### src/rtl/xyz_pkg.sv
// Shared types for the XYZ lane dispatcher.
// Lane count, default width and lane FSM encoding.
package xyz_pkg;

    localparam int XYZ_W     = 5;
    localparam int XYZ_NLANE = 3;

    typedef enum logic [1:0] {
        IDLE,
        START,
        CHECK
    } lane_st_e;

    typedef logic [1:0] lane_t;

    function automatic lane_t lane_inc(input lane_t l);
        return (l == 2'd2) ? 2'd0 : l + 2'd1;
    endfunction

endpackage

### src/rtl/xyz_lane_ctl.sv
// One XYZ lane: start/check sequencer, operand
// registers and a single-entry result slot.
module xyz_lane_ctl
    import xyz_pkg::*;
#(
    parameter int W = XYZ_W
) (
    input  logic         clk,
    input  logic         rst,
    input  logic         acc,
    input  logic [W-1:0] a,
    input  logic [W-1:0] b,
    input  logic [W-1:0] d,
    input  logic         rdy_start,
    input  logic         rdy_check,
    input  logic [W-1:0] chk,
    input  logic         drain,
    output logic         idle,
    output logic         en_start,
    output logic         en_check,
    output logic [W-1:0] start_a,
    output logic [W-1:0] start_b,
    output logic [W-1:0] check_d,
    output logic         slot_valid,
    output logic [W-1:0] slot_data
);

    lane_st_e st;

    assign idle     = (st == IDLE);
    assign en_start = (st == START) && rdy_start;
    // a full slot may still accept when it empties this same cycle
    assign en_check = (st == CHECK) && rdy_check
                    && (!slot_valid || drain);

    always_ff @(posedge clk) begin
        if (rst) begin
            st      <= IDLE;
            start_a <= '0;
            start_b <= '0;
            check_d <= '0;
        end else begin
            case (st)
                IDLE: begin
                    if (acc) begin
                        start_a <= a;
                        start_b <= b;
                        check_d <= d;
                        st      <= START;
                    end
                end
                START: begin
                    if (en_start) st <= CHECK;
                end
                CHECK: begin
                    if (en_check) st <= IDLE;
                end
                default: st <= IDLE;
            endcase
        end
    end

    always_ff @(posedge clk) begin
        if (rst) begin
            slot_valid <= 1'b0;
            slot_data  <= '0;
        end else if (en_check) begin
            slot_valid <= 1'b1;
            slot_data  <= chk;
        end else if (drain) begin
            slot_valid <= 1'b0;
        end
    end

endmodule

### src/rtl/xyz_lane_dispatch.sv
// Request demux onto three XYZ lanes, illegal-lane
// counter and round-robin merge of check results.
module xyz_lane_dispatch
    import xyz_pkg::*;
#(
    parameter int W = XYZ_W
) (
    input  logic           CLK,
    input  logic           RST,
    input  logic           in_valid,
    output logic           in_ready,
    input  logic [1:0]     in_lane,
    input  logic [W-1:0]   in_a,
    input  logic [W-1:0]   in_b,
    input  logic [W-1:0]   in_d,
    output logic [3*W-1:0] xyz_start_a,
    output logic [3*W-1:0] xyz_start_b,
    output logic [2:0]     en_xyz_start,
    input  logic [2:0]     rdy_xyz_start,
    output logic [3*W-1:0] xyz_check_d,
    output logic [2:0]     en_xyz_check,
    input  logic [2:0]     rdy_xyz_check,
    input  logic [3*W-1:0] xyz_check,
    output logic           out_valid,
    input  logic           out_ready,
    output logic [1:0]     out_lane,
    output logic [W-1:0]   out_chk,
    output logic [7:0]     err_cnt
);

    logic [2:0]   idle;
    logic [2:0]   acc;
    logic [2:0]   drain;
    logic [2:0]   sv;
    logic [W-1:0] sd [XYZ_NLANE];

    lane_t last;
    lane_t gnt;
    lane_t lk_lane;
    lane_t p1;
    lane_t p2;
    lane_t p3;
    logic  lk;
    logic  hs;

    always_comb begin
        in_ready = 1'b1;
        case (in_lane)
            2'd0:    in_ready = idle[0];
            2'd1:    in_ready = idle[1];
            2'd2:    in_ready = idle[2];
            default: in_ready = 1'b1;
        endcase
    end

    for (genvar i = 0; i < XYZ_NLANE; i++) begin : g_lane
        assign acc[i]   = in_valid && in_ready
                       && (in_lane == lane_t'(i));
        assign drain[i] = hs && (gnt == lane_t'(i));

        xyz_lane_ctl #(.W(W)) u_lane (
            .clk       (CLK),
            .rst       (RST),
            .acc       (acc[i]),
            .a         (in_a),
            .b         (in_b),
            .d         (in_d),
            .rdy_start (rdy_xyz_start[i]),
            .rdy_check (rdy_xyz_check[i]),
            .chk       (xyz_check[i*W +: W]),
            .drain     (drain[i]),
            .idle      (idle[i]),
            .en_start  (en_xyz_start[i]),
            .en_check  (en_xyz_check[i]),
            .start_a   (xyz_start_a[i*W +: W]),
            .start_b   (xyz_start_b[i*W +: W]),
            .check_d   (xyz_check_d[i*W +: W]),
            .slot_valid(sv[i]),
            .slot_data (sd[i])
        );
    end

    always_ff @(posedge CLK) begin
        if (RST) begin
            err_cnt <= '0;
        end else if (in_valid && in_lane == 2'd3
                     && err_cnt != 8'hff) begin
            err_cnt <= err_cnt + 8'd1;
        end
    end

    // a stalled grant is pinned so a newly filled
    // higher-priority slot cannot steal the output
    always_comb begin
        p1  = lane_inc(last);
        p2  = lane_inc(p1);
        p3  = lane_inc(p2);
        gnt = p3;
        if (lk)          gnt = lk_lane;
        else if (sv[p1]) gnt = p1;
        else if (sv[p2]) gnt = p2;
    end

    assign out_valid = |sv;
    assign hs        = out_valid && out_ready;
    assign out_lane  = out_valid ? gnt : 2'd0;

    always_comb begin
        out_chk = '0;
        if (out_valid) begin
            case (gnt)
                2'd0:    out_chk = sd[0];
                2'd1:    out_chk = sd[1];
                default: out_chk = sd[2];
            endcase
        end
    end

    always_ff @(posedge CLK) begin
        if (RST) begin
            last    <= 2'd2;
            lk      <= 1'b0;
            lk_lane <= 2'd0;
        end else begin
            if (hs) last <= gnt;
            lk      <= out_valid && !out_ready;
            lk_lane <= gnt;
        end
    end

endmodule
### config.mk
export PLATFORM = sky130hd
export DESIGN_NAME = xyz_lane_dispatch
export DESIGN_NICKNAME = d
export VERILOG_FILES = /design/src/rtl/xyz_pkg.sv /design/src/rtl/xyz_lane_ctl.sv /design/src/rtl/xyz_lane_dispatch.sv
export SDC_FILE = /design/constraint.sdc
export NUM_CORES = 1
export LEC_CHECK = 0
export ABC_AREA = 1
export BUFFER_PORTS_ARGS = -buffer_cell sky130_fd_sc_hd__buf_4
export CORE_ASPECT_RATIO = 2
export CORE_UTILIZATION = 30
export CTS_CLUSTER_SIZE = 12
export DETAILED_ROUTE_END_ITERATION = 10
export GPL_ROUTABILITY_DRIVEN = 0
export GPL_TIMING_DRIVEN = 0
export PLACE_DENSITY = 0.51
export SETUP_SLACK_MARGIN = 0.3
export SYNTH_ARGS = -nofsm -noshare
export SYNTH_HDL_FRONTEND = slang
export SYNTH_SLANG_ARGS = --single-unit
export TNS_END_PERCENT = 5
### constraint.sdc
create_clock -name CLK -period 4.29 [get_ports CLK]
set_clock_uncertainty 0.1 [all_clocks]
set_input_delay 0.2145 -clock CLK [delete_from_list [all_inputs] [get_ports CLK]]
set_output_delay 0.2145 -clock CLK [all_outputs]
set_load 0.05 [all_outputs]
# --- Yosys cells after proc, flatten, opt, wreduce, memory -nomap -nowiden ---
# Cells that the tools add are included.
# W data, S select, Z words.
totals:
  mem_bits_rw: 0
  ff_bits: 82
  elab_cells: 126
  mem_count: 0
  romBits: 0
  output_inout_bits: 68
  latch_bits: 0
  input_bits: 42
classes:
  muxes: 32
  order_cmp: 2
  n_shift: 0
  n_reduce_logical: 42
  add_sub_neg: 4
  n_mul: 0
  div_mod_pow: 0
  eq_ne: 24
  n_bitwise: 0
ops:
  columns: ["operator", "count"]
  rows:
  - ["$mux W2", 16]
  - ["$logic_and A1 B1 Y1", 20]
  - ["$eq A2 B2 Y1 const B", 9]
  - ["$ne A2 B1 Y1 const B", 9]
  - ["$pmux W2 S3", 3]
  - ["$eq A2 B1 Y1 const B", 5]
  - ["$logic_not A2 Y1", 5]
  - ["$pmux W5 S2", 1]
  - ["$reduce_and A3 Y1", 3]
  - ["$add A8 B1 Y8 const B", 1]
  - ["$mux W1", 8]
  - ["$ne A8 B8 Y1 const B", 1]
  - ["$add A2 B1 Y2 const B", 3]
  - ["$lt A2 B3 Y1 const B", 2]
  - ["$reduce_and A2 Y1", 3]
  - ["$reduce_bool A2 Y1", 3]
  - ["$mux W5", 1]
  - ["$bmux W1 S2", 2]
  - ["$logic_not A1 Y1", 4]
  - ["$logic_or A1 B1 Y1", 3]
  - ["$pmux W1 S3", 1]
  - ["$reduce_or A3 Y1", 1]

# --- Longest topological paths before layout ---
# Gate-level depths: netlist of run 1.
depth:
  ltp_word: 15
  ltp_mapped: 12
  depth_no_buf: 12

# --- Cells and area by module ---
# Synthesis of run 1 repeated with hierarchy kept, for this count alone.
hier_totals:
  cells_unflattened: 501
  hier_area_um2: 3657.3
modules_own_cells:
  columns: ["mod", "n_inst", "cells_per_inst", "area_each_um2", "seq_area_each_um2"]
  rows:
  - ["xyz_lane_ctl", 3, 118, 908.4, 460.4]
  - ["xyz_lane_dispatch", 1, 147, 932.1, 260.2]

# --- Least setup slack after synthesis of run 1 ---
# Ideal clock, no wire load.
synth_path:
  kind: "flip-flop to output port"
  startpoint: "register lk"
  endpoint: "output port out_chk[1]"
  path_slack_ns: 2.061
  arrival_time_ns: 1.914
  stages_incl_launch_ff: 8
  required_ns: 3.976
  n_path_buf: 0
  cell_sequence: "dfxtp_1 -> inv_1 -> or2_2 -> nand2_2 -> nand2_1 -> inv_1 -> nand2_1 -> a31oi_1"
synth_via:
  elab_chain_cells: 4
  word_cells_on_any_way: 5
  cone_classes: "1 x eq/ne; 3 x mux; 1 x reduce/logical"
synth_rtl:
  columns: ["item", "line_no", "rtl"]
  rows:
  - ["start, declared", "xyz_lane_dispatch.sv:43", "logic lk;"]
  - ["start signal, assigned", "xyz_lane_dispatch.sv:126", "lk <= out_valid && !out_ready;"]
  - ["$mux W2 *", "xyz_lane_dispatch.sv:99", "if (lk) gnt = lk_lane;"]
  - ["$eq A2 B1 Y1 / $logic_not A2 Y1 (equally long branches)", "xyz_lane_dispatch.sv:111", "case (gnt)"]
  - ["$pmux W5 S2 *", "xyz_lane_dispatch.sv:111", null]
  - ["$mux W5 *", "xyz_lane_dispatch.sv:110", "if (out_valid) begin"]
  - ["end, declared", "xyz_lane_dispatch.sv:27", "output logic [W-1:0] out_chk,"]
# Every way passes the cells marked *; elsewhere a longest branch is shown, timed or not.

# --- Worst setup path in the final report of run 1 ---
layout_path:
  startpoint: "register g_lane[1].u_lane.slot_valid"
  endpoint: "output port out_chk[4]"
layout_via:
  elab_chain_cells: 8
  word_cells_on_any_way: 12
  cone_classes: "1 x eq/ne; 9 x mux; 2 x reduce/logical"
layout_rtl:
  columns: ["item", "line_no", "rtl"]
  rows:
  - ["start, declared", "xyz_lane_ctl.sv:24", "output logic slot_valid,"]
  - ["start signal, assigned", "xyz_lane_ctl.sv:65", "slot_valid <= 1'b0;"]
  - ["start signal, assigned", "xyz_lane_ctl.sv:68", "slot_valid <= 1'b1;"]
  - ["start signal, assigned", "xyz_lane_ctl.sv:71", "slot_valid <= 1'b0;"]
  - ["$bmux W1 S2", "xyz_lane_dispatch.sv:101", "else if (sv[p2]) gnt = p2;"]
  - ["$mux W1 (not written as such)", "xyz_lane_dispatch.sv:101", null]
  - ["$mux W2", "xyz_lane_dispatch.sv:101", null]
  - ["$mux W2", "xyz_lane_dispatch.sv:100", "else if (sv[p1]) gnt = p1;"]
  - ["$mux W2", "xyz_lane_dispatch.sv:99", null]
  - ["$eq A2 B1 Y1 / $logic_not A2 Y1 (equally long branches)", "xyz_lane_dispatch.sv:111", null]
  - ["$pmux W5 S2", "xyz_lane_dispatch.sv:111", null]
  - ["$mux W5 *", "xyz_lane_dispatch.sv:110", null]
# Every way passes the cells marked *; elsewhere a longest branch is shown, timed or not. The select of a mux whose other input is x is not followed.

==> results of run 1 <==
[cell usage in the layout (no fill, tap or decap), types with 4 or more instances in the layout]
cell type  netlist  layout
buf_4            7     115
dfxtp_1         82      82
nand2_1         62      62
a21oi_1         61      61
nor2_1          46      46
inv_1           45      45
nand3_1         25      25
o21ai_0         21      21
o21ai_1         16      16
clkbuf_1        13      13
o21bai_1        10      10
clkbuf_16        0       9
inv_2            6       6
nand2_2          6       6
nand3b_1         6       6
nand2_4          5       5
nor3_1           5       5
nand3_2          4       4
[cells by family after synthesis]
kind of cell | after synthesis | share of synthesized area [%]
xor gates and xnor gates | 4 | 0.9934
buffers and inverters | 81 | 10.29
AOI/OAI and AO/OA | 114 | 17.31
DFF | 82 | 46.54
and+or+nand+nor | 173 | 24.51
adders and majority gates | 1 | 0.3547
[layer usage]
layer / part of all wire (%) / up-vias / wire length (µm) / track usage (%)
li1: - / 1715 / - / -
met1: 37 / 1512 / 3850 / 17.97
met2: 55 / 103 / 5721 / 32.55
met3: 5.6 / 15 / 580 / 3.695
met4: 2.4 / 0 / 248 / 7.848
met5: 0 / - / 0 / 0
[flip-flops by register name, indices dropped and copies added (netlist names)]
register,count
g_lane.u_lane.check_d,15
g_lane.u_lane.slot_data,15
g_lane.u_lane.start_a,15
g_lane.u_lane.start_b,15
err_cnt,8
g_lane.u_lane.st,6
g_lane.u_lane.slot_valid,3
last,2
lk_lane,2
lk,1
[path summary, 6_finish.rpt]
| path | from | endpoint | cells past startpoint |
|---|---|---|---|
| min | xyz_check[3] | g_lane[0].u_lane.slot_data[3]$_SDFFE_PP0P_ | 3 |
| max reg2reg | err_cnt[0]$_SDFFE_PP0P_ | err_cnt[0]$_SDFFE_PP0P_ | 8 |
| min reg2reg | g_lane[0].u_lane.start_b[0]$_SDFFE_PP0P_ | g_lane[0].u_lane.start_b[0]$_SDFFE_PP0P_ | 2 |
| max | g_lane[1].u_lane.slot_valid$_SDFFE_PP0P_ | out_chk[4] | 11 |
[report_power, final]
group	switching [mW]	total [mW]	internal [mW]
combinational	0.168	0.255	0.0873
clock	0.316	0.883	0.567
sequential	0.0159	0.803	0.787
total	0.500	1.94	1.44
[timing repair]
| action | CTS | global route |
|---|---|---|
| buffers inserted | 0 | 0 |
| hold buffers | 1 | 0 |
| hold endpoints to repair | 1 | 0 |
| endpoints found under the setup margin | 0 | 0 |
[per-stage QoR]
step | worst slack [ns] | utilization, %
floorplan | 2.061 | -
global placement | 2.278 | 39.77
detailed placement | 2.266 | 39.77
CTS | 1.901 | 42.84
global route | 1.699 | 42.84
finish | 1.933 | 42.84
[final cells by class]
class,count,share of cell area (%)
repair buffers,109,16.87
inverters,56,4.475
flip-flops and latches,82,33.74
multi-input cells,292,31.30
clock inverters,6,2.341
plain buffers,25,2.984
well taps,142,3.652
clock buffers,9,4.630
[critical path: cells and delay by family (launching register included)]
family / cells / cell delay, ns
simple gates: 7 / 0.66
flops: 1 / 0.47
buf+inv: 3 / 0.43
compound gates: 1 / 0.13
==> flow_summary_export.csv, run 1 <==
group,metric,value,unit
status,status,"completed",
sta,setup_viol,0,
floorplan,num_io_pins,110,
routing,drcViolationCount,0,
global_routing,antenna_found_initial,0,
routing,drt_iter0_markers,143,
routing,wl_per_cell,14.43,µm
sta,finalCritPeriodShare,54.93,%
sta,hold_ws,0.02250,ns
clock_network,cts_sinks,82,
global_routing,grt.total_usage,17.39,%
clock_network,cts.path.max_buffers,2,
floorplan,die-area,0.01222,mm²
floorplan,fp.dieW,78.67,µm
synthesis,avgSynthCellArea,7.752,µm²
synthesis,syn_nets,498,
setup_path,required,3.98,ns
synthesis,synth_top_cells_by_count,"dfxtp_1, nand2_1, a21oi_1, nor2_1, inv_1",
synthesis,synthFlopType,"dfxtp_1",
synthesis,ys_top_cells_by_area,"dfxtp_1, a21oi_1, nand2_1, nor2_1, inv_1",
clock_network,cts_tree,"yes",
setup_path,cpMostUsedCell,"nand2_1",
setup_path,reg2reg_slack,2.43,ns
setup_path,arrival,2.04,ns
routing,drtAntennaViolNets,0,
min_path,hp-class,"in -> reg",
power,vdd_drop_max,0.2773,mV
job,drv_cap,0,
synthesis,yosysMostFrequentCell,"dfxtp_1",
synthesis,synth_edf_count,0,
floorplan,rows,55,
sta,tns,0,ns
clock_network,cts_resized,0,
floorplan,core,0.01135,mm²
synthesis,synthCells,455,
synthesis,yosysWarnings,0,
setup_path,start_kind,"flip-flop",
final_layout,fin_cells,721,
setup_path,path_cells,"inv_2 > nand2_1 > nand2_1 > nand2_1 > nand2_2 > nand2_2 > inv_1 > nor2_4 > nand2_1 > a31oi_1 > buf_4",
final_layout,stdcell_area,0.004865,mm²
synthesis,ys_types,37,
clock_network,cts_max_level,3,
synthesis,ys_seq_elements,82,
power,leakagePower,2.192,nW
final_layout,drive_above_1_share,29.19,%
final_layout,final.fill_count,1197,
place,place_hpwl,8249,µm
global_routing,grt_max_degree,15,
place,port_buffers,108,
routing,vias,3345,
global_routing,grt_overflow,0,
routing,vias_per_cell,4.639,
setup_path,critPathKind,"reg -> out",
floorplan,initial_core_util,31.06,%
sta,tightest_slew,0.5471,ns
final_layout,antenna_cells,0,
place,placed_area,0.004516,mm²
sta,rsz0062_at_grt,"false",
power,power_density,399.1,mW/mm²
global_routing,grt_pass1_wl,16130,µm
synthesis,ys_async_sr_fraction,0,%
clock_network,clkSlewWorstSetupHoldPaths,0.06,ns
synthesis,yosysSeqAreaShare,46.54,%
final_layout,multi_input_area,0.001523,mm²
setup_path,max_stage_delay,0.47,ns
sta,final_hold_viol_count,0,
clock_network,cts_buffers,9,
clock_network,clkLatencyLatePin,0.34,ns
final_layout,seq_area,0.001642,mm²
global_routing,grt_pass1_vias,3232,
final_layout,area_growth,37.92,%
sta,finalCriticalPeriod,2.357,ns
setup_path,worst_path_max_delay_cell,"dfxtp_1",
sta,slew_headroom,63.53,%
synthesis,synth_top_area_share,46.54,%
setup_path,crit_path_end_kind,"output pin",
setup_path,cp_max_fo,6,
sta,max_freq,0.4243,GHz
final_layout,final_nets,618,
power,fin_total_pwr,1.941,mW
synthesis,yosysTopAreaCell,"dfxtp_1",
synthesis,synth_area,0.003527,mm²
floorplan,die_h,155.3,µm
routing,finalWirelength,10400,µm
place,placed_cells,705,
routing,first_pass_iters,4,
clock_network,cts_root_buf,"clkbuf_16",
sta,finalMaxSlewViolations,0,
Power figures use the tool's default switching activity.
==> run 2: changes to the inputs <==
ABC_AREA = 0   (was 1)
PLACE_DENSITY = 0.52   (was 0.51)
clock period = 2.1 ns   (was 4.29 ns; I/O delays follow)
==> run 2 against run 1 <==
Net effect: the run now ends with setup timing left; count of clock-buffer cells in the layout is 1 higher; wire length is 16% higher; worst setup slack worse by 2.3 ns; die area is 3.6% higher; power is 88% higher; largest cell class is now multi-input gates.
==> flow_summary_export.csv, run 2 <==
group,metric,value,unit
status,status,"complete, but fails checks",
status,violations,"setup timing",
synthesis,ys_top_cells_by_area,"dfxtp_1, mux2i_1, nand2_1, nor2_1, a21oi_1",
final_layout,stdcell_area,0.005851,mm²
global_routing,grt_max_degree,17,
global_routing,grt_pass1_vias,3824,
setup_path,critPathKind,"reg -> out",
sta,layout_setup_ws,-0.3301,ns
sta,finalMaxSlewViolations,0,
global_routing,use_met1,18.44,%
routing,first_pass_iters,4,
global_routing,grt_overflow,0,
sta,finalCriticalPeriod,2.430,ns
synthesis,ys_seq_elements,82,
place,port_buffers,107,
routing,vias_per_cell,5.027,
job,drv_cap,0,
sta,rsz0062_at_grt,"true",
global_routing,grt_most_used_layer,"met2",
place,dp_slack,-0.3916,ns
setup_path,required,1.89,ns
sta,tns,-2.719,ns
synthesis,syn_nets,468,
global_routing,use_met3,3.804,%
sta,hold_ws,0.003581,ns
routing,drcViolationCount,0,
clock_network,cts_root_buf,"clkbuf_16",
setup_path,r2r_end,"g_lane[2].u_lane.slot_data[2]$_SDFFE_PP0P_",
min_path,whs_path_depth,3,
floorplan,initial_core_util,31.06,%
power,combPwrFrac,13.6,%
final_layout,final_nets,637,
clock_network,cts_buffers,9,
setup_path,reg2reg_slack,-0.05,ns
final_layout,layout_commonest_cell,"buf_4",
power,p_int,2.624,mW
synthesis,yosysWarnings,0,
synthesis,synth_area,0.003656,mm²
power,p_sw,1.022,mW
routing,vias,3740,
power,leakagePower,2.408,nW
global_routing,grt_pass1_wl,19000,µm
synthesis,synth_top_cells_by_count,"dfxtp_1, nand2_1, nor2_1, mux2i_1, a21oi_1",
final_layout,area_growth,60.03,%
routing,finalWirelength,12060,µm
power,fin_total_pwr,3.645,mW
clock_network,cts_tree,"yes",
synthesis,synthFlopType,"dfxtp_1",
min_path,hp-class,"in -> reg",
sta,setup_viol,13,
min_path,worstHoldStart,"rdy_xyz_check[0]",
global_routing,grt_use_met2,40.05,%
synthesis,synth_top_area_share,44.90,%
power,pwr-share-clk,42.3,%
power,switching_share,28.02,%
floorplan,fp.dieW,80.06,µm
synthesis,synth_edf_count,0,
sta,finalCritPeriodShare,115.7,%
synthesis,yosysTopAreaCell,"dfxtp_1",
min_path,min_to,"g_lane[0].u_lane.st[1]$_SDFFE_PP0P_",
clock_network,clkLatencyLatePin,0.34,ns
sta,tightest_slew,0.6511,ns
place,place_hpwl,8781,µm
place,placed_area,0.004750,mm²
final_layout,layout_common_cells,"buf_4, dfxtp_1, nand2_1, nor2_1, mux2i_1",
floorplan,core,0.01177,mm²
power,power_density,623.1,mW/mm²
synthesis,synthCells,425,
setup_path,arrival,2.23,ns
setup_path,r2r-start,"g_lane[1].u_lane.slot_valid$_SDFFE_PP0P_",
final_layout,fin_util,49.70,%
floorplan,rows,56,
global_routing,antenna_found_initial,0,
routing,drtAntennaViolNets,0,
sta,slew_headroom,56.44,%
synthesis,ys_types,46,
routing,wl_per_cell,16.21,µm
final_layout,antenna_cells,0,
setup_path,crit_path_end_kind,"output pin",
setup_path,cp_max_fo,7,
floorplan,num_io_pins,110,
clock_network,cts_sinks,82,
final_layout,fin_cells,744,
synthesis,yosysSeqAreaShare,44.90,%
floorplan,die_h,158.1,µm
power,vdd_drop_max,0.5355,mV
synthesis,ys_async_sr_fraction,0,%
routing,drt_iter0_markers,141,
clock_network,clkSlewWorstSetupHoldPaths,0.06,ns
global_routing,grt.total_usage,19.85,%
clock_network,cts_max_level,3,
floorplan,die-area,0.01266,mm²
final_layout,drive_above_1_share,34.56,%
sta,max_freq,0.4115,GHz
sta,final_hold_viol_count,0,
power,p_seq_share,44.0,%
place,placed_cells,677,
setup_path,start_kind,"flip-flop",
clock_network,cts.path.max_buffers,2,
synthesis,avgSynthCellArea,8.602,µm²
setup_path,reg2reg_depth,7,
synthesis,yosysMostFrequentCell,"dfxtp_1",
-- run 2: cell types whose count changed after synthesis, moves of 10 or more --
cell / delta
mux2i_1: +41
nand3_1: -14
o21bai_1: -10
o21ai_1: -16
a21oi_1: -30
inv_1: -36
-- run 2: worst max path at each step --
stage                                             start              end  slack (ns)  cells after the start
2_1_floorplan  g_lane[1].u_lane.slot_valid$_SDFFE_PP0P_       out_chk[0]        0.06                      7
3_3_place_gp                              lk$_SDFF_PP0_       out_chk[1]       -0.33                      8
3_5_place_dp                              lk$_SDFF_PP0_       out_chk[1]       -0.39                      8
4_1_cts        g_lane[1].u_lane.slot_valid$_SDFFE_PP0P_  en_xyz_check[2]       -0.40                      8
5_1_grt        g_lane[1].u_lane.slot_valid$_SDFFE_PP0P_  en_xyz_check[2]       -0.38                      8
6_report       g_lane[1].u_lane.slot_valid$_SDFFE_PP0P_       out_chk[0]       -0.33                      8
-- run 2: layer usage --
| layer | share of wire (%) | up-vias |
|---|---|---|
| met1 | 35 | 1781 |
| li1 | - | 1823 |
| met5 | 0 | - |
| met3 | 4.5 | 26 |
| met4 | 2.8 | 0 |
| met2 | 58 | 110 |
-- run 2: layout make-up --
class | instances | area, µm²
plain buffers | 36 | 284.0
clock buffers | 10 | 229.0
clock inverters | 6 | 55.05
fillers | 1158 | 5921
inverters | 10 | 37.54
multi-input cells | 297 | 2064
flip-flops and latches | 82 | 1657
well taps | 145 | 181.4
repair buffers | 158 | 1343
-- run 2: power by group through the flow --
stage                     clock network (mW)  registers [mW]  logic, mW
after CTS                               1.57            1.60      0.489
after global routing                    1.64            1.61      0.529
after global placement                     0            1.64      0.409
final                                   1.54            1.61      0.497
after detailed placement                   0            1.64      0.413
after floorplan                            0            1.73      0.148
-- run 2: kinds of logic (layout without fill, tap and decap cells) --
group	Yosys count	after routing	synth area share, %
AO/OA/AOI/OAI	81	81	14.48
AND/OR/NAND/NOR	169	169	22.01
multiplexers	41	41	11.23
flip-flops	82	82	44.90
adder cells (fa/ha/maj)	1	1	0.3422
XOR/XNOR	5	5	1.198
buffers and inverters	46	220	5.852
-- run 2: repair_timing --
action / CTS / global route
hold buffers: 33 / 0
buffers inserted: 14 / 3
endpoints found under the setup margin: 70 / 67
pin swaps: 20 / 8
endpoints found under the hold margin: 63 / 0
resized for setup: 65 / 31
cloned: 1 / 0
-- run 2: worst max-delay path, stage by stage (launching register included) --
cell and delay [ns]:
dfxtp_4 0.35, nor2b_4 0.12, or4b_4 0.48, and3_4 0.16
buf_6 0.12, clkbuf_16 0.15, o21ai_1 0.25, a21oi_4 0.04
buf_4 0.19
==> run 3: changes to the inputs <==
CELL_PAD_IN_SITES_DETAIL_PLACEMENT = 0   (was not set)
CELL_PAD_IN_SITES_GLOBAL_PLACEMENT = 2   (was not set)
CORE_UTILIZATION = 27   (was 30)
PLACE_DENSITY = 0.75   (was 0.52)
==> run 3 against run 2 <==
Net effect: first-iteration DRC count decreased by 12%; sequential share of layout area decreased by 0.072 points; highest routed layer unchanged; largest cell class unchanged; the run ends with DRC, setup timing left; cell area increased by 0.41%; power decreased by 1.5%; critical path type unchanged.
==> flow_summary_export.csv, run 3 (synthesis results as in run 2) <==
group,metric,value,unit
setup_path,r2r_end,"g_lane[2].u_lane.slot_data[3]$_SDFFE_PP0P_",
global_routing,antenna_found_initial,0,
sta,tightest_slew,0.7103,ns
setup_path,arrival,2.29,ns
status,violations,"DRC, setup timing",
clock_network,cts_tree,"yes",
floorplan,rows,59,
setup_path,worstSetupPathDepth,8,
global_routing,grt.total_usage,17.75,%
setup_path,cp_max_fo,9,
sta,finalCriticalPeriod,2.497,ns
place,dp_slack,-0.5018,ns
global_routing,grt_max_degree,16,
setup_path,crit_buf_inv,4,
sta,finalMaxSlewViolations,0,
sta,final_hold_viol_count,0,
setup_path,crit_family,"simple AND/OR/NAND/NOR gates",
clock_network,cts.path.max_buffers,2,
final_layout,antenna_cells,0,
final_layout,layout_commonest_cell,"buf_4",
routing,vias,3687,
routing,wl_per_cell,16.29,µm
setup_path,start_kind,"flip-flop",
routing,first_pass_iters,7,
routing,drt_iter0_markers,124,
clock_network,cts_max_level,3,
floorplan,core,0.01314,mm²
floorplan,fp.dieW,84.28,µm
global_routing,grt_overflow,0,
final_layout,drive_above_1_share,35.22,%
setup_path,path_cells,"nor2b_4 > or4b_4 > and3_4 > buf_6 > clkbuf_16 > o32ai_4 > buf_4 > buf_8",
final_layout,final.fill_count,1342,
min_path,whs_path_depth,3,
min_path,min_to,"g_lane[0].u_lane.slot_valid$_SDFFE_PP0P_",
routing,vias_per_cell,4.890,
final_layout,final_nets,640,
sta,rsz0062_at_grt,"true",
setup_path,r2r-start,"g_lane[1].u_lane.slot_valid$_SDFFE_PP0P_",
setup_path,worst_path_max_delay_cell,"or4b_4",
clock_network,cts_buffers,9,
final_layout,area_growth,60.68,%
routing,drcViolationCount,6,
clock_network,cts_root_buf,"clkbuf_16",
setup_path,required,1.89,ns
setup_path,critPathKind,"reg -> out",
power,power_density,611.0,mW/mm²
job,drv_cap,0,
sta,setup_viol,12,
power,vdd_drop_max,0.5414,mV
floorplan,die-area,0.01404,mm²
global_routing,grt_pass1_wl,19250,µm
power,fin_total_pwr,3.589,mW
clock_network,cts_sinks,82,
min_path,hp-class,"in -> reg",
setup_path,max_stage_delay,0.48,ns
setup_path,crit_path_end_kind,"output pin",
sta,layout_setup_ws,-0.3969,ns
setup_path,reg2reg_depth,9,
clock_network,clkSlewWorstSetupHoldPaths,0.06,ns
routing,drtAntennaViolNets,0,
sta,max_freq,0.4005,GHz
min_path,worstHoldStart,"rdy_xyz_check[0]",
routing,finalWirelength,12280,µm
place,port_buffers,107,
setup_path,reg2reg_slack,-0.08,ns
power,leakagePower,2.403,nW
clock_network,clkLatencyLatePin,0.33,ns
place,place_hpwl,9050,µm
global_routing,grt_pass1_vias,3715,
status,status,"complete, but fails checks",
final_layout,layout_common_cells,"buf_4, dfxtp_1, nand2_1, nor2_1, mux2i_1",
floorplan,initial_core_util,27.82,%
sta,finalCritPeriodShare,118.9,%
sta,slew_headroom,52.47,%
floorplan,die_h,166.6,µm
floorplan,num_io_pins,110,
run 3: per-layer routing:
layer / part of all wire (%) / up-vias / track usage (%)
met3: 4.1 / 22 / 3.370
met1: 36 / 1724 / 17.36
met2: 57 / 108 / 34.57
li1: - / 1833 / -
met5: 0 / - / 0
met4: 3.3 / 0 / 8.696
run 3: worst max path at each step:
stage / start / endpoint / slack [ns]
final: g_lane[1].u_lane.slot_valid$_SDFFE_PP0P_ / en_xyz_check[2] / -0.40
after global routing: g_lane[1].u_lane.slot_valid$_SDFFE_PP0P_ / en_xyz_check[2] / -0.47
after CTS: g_lane[1].u_lane.slot_valid$_SDFFE_PP0P_ / en_xyz_check[2] / -0.39
after detailed placement: g_lane[1].u_lane.slot_valid$_SDFFE_PP0P_ / out_chk[0] / -0.50
after global placement: g_lane[1].u_lane.slot_valid$_SDFFE_PP0P_ / out_chk[0] / -0.49
after floorplan: g_lane[1].u_lane.slot_valid$_SDFFE_PP0P_ / out_chk[0] / 0.06
run 3: cell type report:
class | instances | area (µm²) | share of cell area [%]
Buffer | 36 | 275.3 | 4.686
Multi-Input combinational cell | 297 | 2081 | 35.42
Inverter | 10 | 37.54 | 0.6390
Sequential cell | 82 | 1659 | 28.24
Clock buffer | 10 | 229.0 | 3.898
Timing Repair Buffer | 161 | 1353 | 23.02
Tap cell | 152 | 190.2 | 3.237
Clock inverter | 6 | 50.05 | 0.8520
run 3: worst min-delay path, cell delays in order:
cell,delay (ns)
buf_4,0.11
nand2_1,0.13
a21oi_2,0.06
run 3: power by group:
part,total [mW],internal [mW],leakage [nW],switching (mW)
sequential,1.61,1.58,0.669,0.0216
combinational,0.496,0.209,1.60,0.287
clock,1.49,0.817,0.130,0.670
total,3.59,2.61,2.40,0.979
run 3: stage by stage:
| stage | cells | cell area, µm² | hold slack, ns | utilization (%) | setup TNS, ns |
|---|---|---|---|---|---|
| final | 754 | 5874 | 0.01988 | 44.71 | -2.840 |
| after global routing | 754 | 5874 | 0.03417 | 44.71 | -3.827 |
| after CTS | 749 | 5744 | 0.01958 | 43.72 | -2.972 |
| after detailed placement | 684 | 4758 | 0.2186 | 36.21 | -6.469 |
| after global placement | 684 | 4758 | 0.2183 | 36.21 | -5.736 |
| after floorplan | 425 | 3765 | 0.1062 | - | 0 |
run 3: what timing repair did:
item	in CTS	in global routing
hold buffers	35	0
endpoints found under the hold margin	64	0
setup endpoints to repair	71	64
pin swaps	21	9
gates resized for setup	65	27
cloned	0	0
setup buffers	14	5
